===== config.mk =====
export PLATFORM = sky130hd
export DESIGN_NAME = seq_mag_comp_flat
export DESIGN_NICKNAME = d
export VERILOG_FILES = /design/src/rtl/seq_mag_comp_if.sv /design/src/rtl/seq_mag_comp.sv /design/src/flat_wrapper.sv
export SDC_FILE = /design/constraint.sdc
export NUM_CORES = 1
export LEC_CHECK = 0
export CAP_MARGIN = 20
export CORE_ASPECT_RATIO = 1.2
export CORE_MARGIN = 2
export CORE_UTILIZATION = 52
export CTS_BUF_LIST = sky130_fd_sc_hd__clkbuf_4 sky130_fd_sc_hd__clkbuf_8
export CTS_CLUSTER_SIZE = 16
export DETAILED_ROUTE_END_ITERATION = 8
export GPL_TIMING_DRIVEN = 0
export PLACE_DENSITY = 0.81
export SLEW_MARGIN = 40
export SYNTH_ARGS = -nofsm -noshare
export SYNTH_HDL_FRONTEND = slang
export SYNTH_SLANG_ARGS = --single-unit

===== constraint.sdc =====
create_clock -name clk -period 2.88 [get_ports clk]
set_clock_uncertainty 0.15 [all_clocks]
set_input_delay 0.288 -clock clk [delete_from_list [all_inputs] [get_ports clk]]
set_output_delay 0.288 -clock clk [all_outputs]
set_load 0.005 [all_outputs]

===== src/rtl/seq_mag_comp_if.sv =====
// -----------------------------------------------------------------------------
// seq_mag_comp_if
//
// Request/result bundle for the sequential magnitude comparator.
//
// Signals:
//   start  request; sampled by the comparator only while busy = 0
//   a, b   WIDTH-bit operands, captured on the accepting edge
//   busy   comparison in progress
//   done   single-cycle pulse marking a new result
//   agb    A greater than B
//   alb    A less than B
//   aeb    A equal to B
//
// Modports:
//   master  requester side (drives start/a/b, observes results)
//   slave   comparator side
//
// WIDTH must match the WIDTH of the attached seq_mag_comp instance.
// -----------------------------------------------------------------------------
interface seq_mag_comp_if #(
   parameter int WIDTH = 8
) ();

   logic             start;
   logic [WIDTH-1:0] a;
   logic [WIDTH-1:0] b;
   logic             busy;
   logic             done;
   logic             agb;
   logic             alb;
   logic             aeb;

   modport master (
      output start,
      output a,
      output b,
      input  busy,
      input  done,
      input  agb,
      input  alb,
      input  aeb
   );

   modport slave (
      input  start,
      input  a,
      input  b,
      output busy,
      output done,
      output agb,
      output alb,
      output aeb
   );

endinterface


===== src/rtl/seq_mag_comp.sv =====
// -----------------------------------------------------------------------------
// seq_mag_comp
//
// Parametrised sequential magnitude comparator. Operands are captured on an
// accepted start and compared MSB-first, DIGIT bits per clock. The comparison
// stops at the first differing digit, so latency ranges from 1 cycle (MSB
// digit differs) to NCYC = WIDTH/DIGIT cycles (equal, or only the LSB digit
// differs). A new start is accepted in the cycle done is high.
//
// Parameters:
//   WIDTH  operand width; an integer multiple of DIGIT and at least 2
//   DIGIT  bits compared per clock
//
// Ports:
//   clk    rising-edge clock
//   rst_n  asynchronous active-low reset; aborts any comparison without done
//   bus    seq_mag_comp_if.slave (start, a, b, busy, done, agb, alb, aeb)
//
// Build option:
//   SEQ_MAG_COMP_SIGNED_EN  when defined, operands are two's complement. The
//                           sign bit is inverted at capture so the
//                           offset-binary values order correctly under the
//                           unsigned digit compare. Latency is unchanged.
//
// All outputs come straight from flops.
// -----------------------------------------------------------------------------
module seq_mag_comp #(
   parameter int WIDTH = 8,
   parameter int DIGIT = 2
) (
   input  logic          clk,
   input  logic          rst_n,
   seq_mag_comp_if.slave bus
);

   // ------------------------------------------------------------------------
   // Derived constants
   // ------------------------------------------------------------------------
   localparam int NCYC = WIDTH / DIGIT;
   // Keep the index at least one bit wide so NCYC = 1 still elaborates.
   localparam int IDXW = (NCYC > 1) ? $clog2(NCYC) : 1;

   localparam logic [IDXW-1:0] IDX_TOP  = IDXW'(NCYC - 1);
   localparam logic [IDXW-1:0] IDX_ZERO = {IDXW{1'b0}};
   localparam logic [IDXW-1:0] IDX_ONE  = IDXW'(1);

`ifdef SEQ_MAG_COMP_SIGNED_EN
   // Flip the sign bit: two's complement -> offset binary.
   localparam logic [WIDTH-1:0] SIGN_FLIP = {1'b1, {(WIDTH-1){1'b0}}};
`else
   localparam logic [WIDTH-1:0] SIGN_FLIP = {WIDTH{1'b0}};
`endif

   localparam logic [0:0] ST_IDLE = 1'b0;
   localparam logic [0:0] ST_RUN  = 1'b1;

   // Digit compare outcome encoding
   localparam logic [1:0] CMP_EQ = 2'b00;
   localparam logic [1:0] CMP_GT = 2'b01;
   localparam logic [1:0] CMP_LT = 2'b10;

   // ------------------------------------------------------------------------
   // Helpers
   // ------------------------------------------------------------------------

   // Select digit number sel (0 = least significant) from word w. Written as
   // an explicit mux so the index math never leaves the IDXW domain.
   function automatic logic [DIGIT-1:0] get_digit(
      input logic [WIDTH-1:0] w,
      input logic [IDXW-1:0]  sel
   );
      logic [DIGIT-1:0] res;
      res = {DIGIT{1'b0}};
      for (int k = 0; k < NCYC; k++) begin
         if (sel == IDXW'(k)) begin
            res = w[k*DIGIT +: DIGIT];
         end else begin
            res = res;
         end
      end
      return res;
   endfunction

   // Unsigned compare of two digits, returning one of the CMP_* codes.
   function automatic logic [1:0] cmp_digit(
      input logic [DIGIT-1:0] x,
      input logic [DIGIT-1:0] y
   );
      logic [1:0] res;
      if (x > y) begin
         res = CMP_GT;
      end else if (x < y) begin
         res = CMP_LT;
      end else begin
         res = CMP_EQ;
      end
      return res;
   endfunction

   // ------------------------------------------------------------------------
   // State
   // ------------------------------------------------------------------------
   logic [0:0]       state_r;
   logic [IDXW-1:0]  idx_r;
   logic [WIDTH-1:0] ra_r;
   logic [WIDTH-1:0] rb_r;
   logic             busy_r;
   logic             done_r;
   logic             agb_r;
   logic             alb_r;
   logic             aeb_r;

   // Next-state values
   logic [0:0]       state_s;
   logic [IDXW-1:0]  idx_s;
   logic [WIDTH-1:0] ra_s;
   logic [WIDTH-1:0] rb_s;
   logic             busy_s;
   logic             done_s;
   logic             agb_s;
   logic             alb_s;
   logic             aeb_s;

   // Current digit pair and its compare outcome
   logic [DIGIT-1:0] dig_a_s;
   logic [DIGIT-1:0] dig_b_s;
   logic [1:0]       cmp_s;

   // Pick the digit pair addressed by the index and compare it.
   always_comb begin
      dig_a_s = get_digit(ra_r, idx_r);
      dig_b_s = get_digit(rb_r, idx_r);
      cmp_s   = cmp_digit(dig_a_s, dig_b_s);
   end

   // Next-state logic: accept in IDLE, one digit per cycle in RUN.
   always_comb begin
      state_s = state_r;
      idx_s   = idx_r;
      ra_s    = ra_r;
      rb_s    = rb_r;
      busy_s  = busy_r;
      done_s  = 1'b0;
      agb_s   = agb_r;
      alb_s   = alb_r;
      aeb_s   = aeb_r;

      case (state_r)
         ST_IDLE: begin
            if (bus.start) begin
               state_s = ST_RUN;
               ra_s    = bus.a ^ SIGN_FLIP;
               rb_s    = bus.b ^ SIGN_FLIP;
               idx_s   = IDX_TOP;
               busy_s  = 1'b1;
               agb_s   = 1'b0;
               alb_s   = 1'b0;
               aeb_s   = 1'b0;
            end else begin
               busy_s  = 1'b0;
            end
         end

         ST_RUN: begin
            // start is ignored here: requests are not queued while busy.
            case (cmp_s)
               CMP_GT: begin
                  agb_s   = 1'b1;
                  done_s  = 1'b1;
                  busy_s  = 1'b0;
                  state_s = ST_IDLE;
               end
               CMP_LT: begin
                  alb_s   = 1'b1;
                  done_s  = 1'b1;
                  busy_s  = 1'b0;
                  state_s = ST_IDLE;
               end
               default: begin
                  if (idx_r == IDX_ZERO) begin
                     // Every digit matched.
                     aeb_s   = 1'b1;
                     done_s  = 1'b1;
                     busy_s  = 1'b0;
                     state_s = ST_IDLE;
                  end else begin
                     idx_s   = idx_r - IDX_ONE;
                  end
               end
            endcase
         end

         default: begin
            // Unreachable encoding: recover to a clean idle.
            state_s = ST_IDLE;
            busy_s  = 1'b0;
            agb_s   = 1'b0;
            alb_s   = 1'b0;
            aeb_s   = 1'b0;
         end
      endcase
   end

   // State and output registers; reset abandons any comparison silently.
   always_ff @(posedge clk or negedge rst_n) begin
      if (!rst_n) begin
         state_r <= ST_IDLE;
         idx_r   <= IDX_ZERO;
         ra_r    <= {WIDTH{1'b0}};
         rb_r    <= {WIDTH{1'b0}};
         busy_r  <= 1'b0;
         done_r  <= 1'b0;
         agb_r   <= 1'b0;
         alb_r   <= 1'b0;
         aeb_r   <= 1'b0;
      end else begin
         state_r <= state_s;
         idx_r   <= idx_s;
         ra_r    <= ra_s;
         rb_r    <= rb_s;
         busy_r  <= busy_s;
         done_r  <= done_s;
         agb_r   <= agb_s;
         alb_r   <= alb_s;
         aeb_r   <= aeb_s;
      end
   end

   // ------------------------------------------------------------------------
   // Outputs
   // ------------------------------------------------------------------------
   assign bus.busy = busy_r;
   assign bus.done = done_r;
   assign bus.agb  = agb_r;
   assign bus.alb  = alb_r;
   assign bus.aeb  = aeb_r;

endmodule


===== src/flat_wrapper.sv =====
// flat-port wrapper written by rule: the top's interface ports become plain ports
module seq_mag_comp_flat 
#(
   parameter int WIDTH = 8,
   parameter int DIGIT = 2
)
  (clk, rst_n, bus_start, bus_a, bus_b, bus_busy, bus_done, bus_agb, bus_alb, bus_aeb);
  seq_mag_comp_if #(.WIDTH(WIDTH)) bus_i ();
  input  logic clk;
  input  logic rst_n;
  input wire logic [$bits(bus_i.start)-1:0] bus_start;
  input wire logic [$bits(bus_i.a)-1:0] bus_a;
  input wire logic [$bits(bus_i.b)-1:0] bus_b;
  output wire logic [$bits(bus_i.busy)-1:0] bus_busy;
  output wire logic [$bits(bus_i.done)-1:0] bus_done;
  output wire logic [$bits(bus_i.agb)-1:0] bus_agb;
  output wire logic [$bits(bus_i.alb)-1:0] bus_alb;
  output wire logic [$bits(bus_i.aeb)-1:0] bus_aeb;
  assign bus_i.start = bus_start;
  assign bus_i.a = bus_a;
  assign bus_i.b = bus_b;
  assign bus_busy = bus_i.busy;
  assign bus_done = bus_i.done;
  assign bus_agb = bus_i.agb;
  assign bus_alb = bus_i.alb;
  assign bus_aeb = bus_i.aeb;
  seq_mag_comp #(.WIDTH(WIDTH), .DIGIT(DIGIT)) u_core (.clk(clk), .rst_n(rst_n), .bus(bus_i));
endmodule

* Yosys cells after proc, flatten, opt, wreduce, memory -nomap -nowiden
Cells that the tools add are included.
** Word-level totals
- Output and inout bits :: 5
- Input bits :: 19
- Word-level logic and storage cells :: 64
- Bits in registers :: 24
** Operators by class
- $add $sub $neg :: 1
- Bitwise logic cells :: 1
- Reductions and logical operators :: 7
- Order comparisons :: 2
- Muxes and demuxes :: 32
- Eq/ne operators :: 12
** Operator list (number)
- 2-bit 2-to-1 mux :: 13
- 1-bit 2-to-1 mux :: 13
- 2-bit inequality test, second input constant :: 6
- 1-bit one-hot mux with 2 select lines :: 5
- 2-bit == test, second input constant :: 3
- 2-bit AND reduction :: 3
- 3-bit AND reduction :: 2
- 2-bit by 1-bit == test with 1-bit output, second input constant :: 2
- 2-bit one-hot mux with 2 select lines :: 1
- 3-bit inequality test, second input constant :: 1
- 2-bit greater-than comparator :: 1
- 2-bit logical NOT :: 1
- 2-bit < comparator :: 1
- 2-bit OR reduction :: 1
- 2-bit by 1-bit subtractor with 2-bit output, second input constant :: 1
- 1-bit NOT :: 1

* Depth between registers and ports, before layout
- Depth in word-level cells :: 12
- Mapped depth :: 10

* Worst setup path before layout
Ideal clock, no wire load.
- Kind :: reg-to-reg
- Start point :: register u_core.idx_r[0]
- End point :: register u_core.idx_r[0]
- Setup time :: 82 ps
- Slack :: 471 ps
- Arrival :: 2177 ps
- Cell stages (with the launch flop) :: 11
- Data required time :: 2648 ps
- Path through :: dfrtp_1 > inv_1 > ha_1 > clkbuf_1 > a21oi_1 > o21ai_0 > a22o_1 > ha_1 > nand2_1 > or4_1 > a31oi_1
** Between the ends
- Longest elaborated chain between the ends :: 12
** RTL lines
- start: declaration :: RTL line seq_mag_comp.sv:104 : logic [IDXW-1:0] idx_r;
- start signal: assignment :: RTL line seq_mag_comp.sv:218 : idx_r <= idx_s;
- 2-bit logical NOT :: RTL line seq_mag_comp.sv:75, seq_mag_comp.sv:180
- 2-bit 2-to-1 mux (4 in series) :: RTL line seq_mag_comp.sv:75 : if (sel == IDXW'(k)) begin
- 2-bit < comparator :: RTL line seq_mag_comp.sv:92 : end else if (x < y) begin
- 2-bit 2-to-1 mux :: RTL line seq_mag_comp.sv:92
- 2-bit 2-to-1 mux :: RTL line seq_mag_comp.sv:90 : if (x > y) begin
- 2-bit by 1-bit == test with 1-bit output / 2-bit == test (equally long branches) :: RTL line seq_mag_comp.sv:166 : case (cmp_s)
- 2-bit OR reduction (no source line)
- 2-bit inequality test (no source line)
- 3-bit AND reduction (no source line)
Parallel ways exist; a longest one is shown, timed or not. The select of a mux whose other input is x is not followed.
A chain may end at the register's enable or synchronous reset.

* Final worst setup path
Ends and elaborated chain as after synthesis.

==> flow_summary.json <==
{
  "status": "completed",
  "yosysWarnings": 0,
  "vias": 868,
  "port_buffers": 23,
  "place_inst": 161,
  "grt_pass1_wl_mm": 3.45,
  "post-route-period-util": 0.919,
  "clk_latency_ns": 0.31,
  "yosys.area_share.adder": 0.0628,
  "hold_viol": 0,
  "fin_cells": 165,
  "ir_drop_mv": 0.473,
  "synthMuxAreaShare": 0.146,
  "initial_core_util": 0.535,
  "synth_compound_gate_area_share": 0.143,
  "syn_avg_cell_area_sq_um": 11.2,
  "p_per_area_nw_per_um2": 943,
  "grt_pass1_vias": 820,
  "crit_chain": "inv_1, ha_1, clkbuf_1, a21oi_1, o21ai_0, a22o_1, ha_1, nand2_1, or4_1, a31oi_1",
  "synth_xor_area_frac": 0,
  "post_route_cells_drive_above_1_share": 0.164,
  "syn2layout_area_growth_pct": 24.9,
  "core_sq_um": 2230,
  "drt_iter0_markers": 11,
  "layout.nets": 161,
  "htreeDepth": 1,
  "postCtsSetupBuffers": 0,
  "dp_hpwl_mm": 1.59,
  "dieArea_sq_um": 2700,
  "die_w_microns": 47.8,
  "crit_slowest_cell": "or4_1",
  "worstPathArrival_ns": 2.74,
  "synth_top_family_by_area": "multiplexers",
  "synth_cell_types": 25,
  "std_cell_rows": 19,
  "max_freq_mhz": 378,
  "synth_nets": 132,
  "r2r_setup_slack_ns": 0.23,
  "track_usage": 0.176,
  "synthSimpleGateAreaFrac": 0.0837,
  "start_kind": "register",
  "rsz0062_at_grt": "no",
  "first_pass_iters": 2,
  "cp-end-kind": "register",
  "synth_seq_cells": 24,
  "final_area_sq_um": 1490,
  "wire_per_inst_microns": 12.7,
  "power.leakage_nw": 0.670,
  "hold_class": "input port to async pin",
  "slew_headroom": 0.656,
  "cts_tree": "yes",
  "drv_slew": 0,
  "vias_per_cell": 5.26,
  "syn_inst": 107,
  "setup_viol": 0,
  "yosysSeqAreaShare": 0.502,
  "overflow": 0,
  "crit_fanout": 8,
  "worstSetupPathType": "register to register",
  "slowest_delay_ns": 0.49,
  "die_h_microns": 56.5,
  "clock-sinks": 24,
  "path_clk_slew_ns": 0.13,
  "num_io_pins": 24,
  "diodes": 0,
  "cp_common_cell": "ha_1",
  "cts_max_path_buffers": 2,
  "maxCapViolations": 0,
  "antenna_found_initial": 0,
  "fin_util": 0.669,
  "gp_congestion": 0.812,
  "cts_root_buffer": "clkbuf_4",
  "fin_crit_ns": 2.65,
  "routed_wl_mm": 2.10,
  "postRouteAntennaNets": 0,
  "required_ns": 2.97,
  "drc": 0,
  "total_power_mw": 1.41,
  "post_dp_cell_area_sq_um": 1460,
  "grt_max_degree": 25,
  "worstMarginPinSlew_ns": 0.516,
  "syn_area_sq_um": 1200,
  "numCtsBuffers": 3,
  "setup_tns_ns": 0
}
## repair_timing
| item | CTS | global route |
|---|---|---|
| hold buffers | 1 | 0 |
| resized for setup | 0 | 1 |
| setup endpoints to repair | 0 | 1 |
| hold endpoints to repair | 24 | 0 |
## layer usage
layer / share of wire / vias up / GRT usage
li1: - / 426 / -
met1: 0.45 / 415 / 0.226
met2: 0.50 / 22 / 0.288
met3: 0.033 / 5 / 0.0193
met4: 0.018 / 0 / 0.0734
met5: 0 / - / 0
## cell families after synthesis
kind of cell    Yosys count
simple gates             20
compound gates           29
fa+ha+maj                 6
mux                      13
flops                    24
buf+inv                  15
## power breakdown
group	switching [mW]	leakage [nW]	internal (mW)	total, mW
logic	0.323	0.372	0.360	0.683
clock network	0.0985	0.0138	0.0490	0.147
registers	0.0918	0.284	0.486	0.578
total	0.513	0.670	0.895	1.41
## sequential cells by signal, indices dropped and copies added, names as in the netlist
signal and flops:
u_core.state_r 1, u_core.bus.alb 1, u_core.ra_r 8, u_core.bus.aeb 1
u_core.bus.agb 1, u_core.bus.done 1, u_core.idx_r 2, u_core.bus.busy 1
u_core.rb_r 8
## final cells by class
class	count	area [sq um]
fillers	185	741
flip-flops and latches	24	602
multi-input cells	68	522
repair buffers	24	235
plain buffers	6	40.0
well taps	31	38.8
inverters	9	33.8
clock buffers	3	22.5
## worst paths after layout
| kind | endpoint | depth (start not counted) | startpoint |
|---|---|---|---|
| max | u_core.idx_r[0] | 10 | u_core.idx_r[0] |
| min | u_core.rb_r[4] | 2 | rst_n |
| max reg2reg | u_core.idx_r[0] | 10 | u_core.idx_r[0] |
| min reg2reg | u_core.bus.busy | 1 | u_core.bus.busy |
| max in group asynchronous | u_core.idx_r[0] | 2 | rst_n |
| min in group clk | u_core.bus.busy | 1 | u_core.bus.busy |
## per-stage QoR
stage / hold WS [ns] / setup slack (ns)
global placement: 0.311 / 0.291
finish: 0.313 / 0.233
detailed placement: 0.142 / 0.224
CTS: 0.340 / 0.183
floorplan: -0.158 / 0.471
global route: 0.351 / 0.0520
## layout by cell type, fill, tap and decap left out, drive strengths merged, types with 2 or more instances in the layout
cell / synthesis / routed
a22oi: 2 / 2
clkbuf: 1 / 4
o21ai: 10 / 10
nand2: 10 / 10
nor2b: 3 / 3
clkdlybuf4s50: 0 / 22
a21oi: 9 / 9
mux2: 12 / 12
ha: 6 / 6
a22o: 2 / 2
nor3: 2 / 2
o31ai: 3 / 3
inv: 9 / 9
buf: 5 / 6
dfrtp: 24 / 24
nor2: 2 / 2
## cell usage after synthesis
library cell / count / share of area
a22oi_1: 2 / 0.013
nor4_2: 1 / 0.010
clkbuf_1: 1 / 0.0031
o31ai_1: 3 / 0.019
or2_1: 1 / 0.0052
mux2_4: 8 / 0.10
mux2_2: 4 / 0.038
o21ai_0: 10 / 0.042
nand2_1: 10 / 0.031
ha_1: 6 / 0.063
mux2i_1: 1 / 0.0084
or4_1: 1 / 0.0063
a21oi_1: 9 / 0.038
nor2_1: 2 / 0.0063
a31oi_1: 1 / 0.0052
o211ai_1: 1 / 0.0063
buf_2: 2 / 0.0084
buf_1: 1 / 0.0031
a21o_1: 1 / 0.0063
buf_6: 2 / 0.019
nor2b_1: 3 / 0.016
dfrtp_1: 24 / 0.50
nor3_1: 2 / 0.0084
inv_1: 9 / 0.028
a22o_1: 2 / 0.015
## critical path, delay by kind of cell (launching register included)
| family | cells | cell delay, ns |
|---|---|---|
| simple gates | 2 | 0.63 |
| compound gates | 4 | 0.61 |
| fa+ha+maj | 2 | 0.47 |
| flops | 1 | 0.44 |
| buf+inv | 2 | 0.28 |
Note: power is estimated with default switching activity, not from simulation.
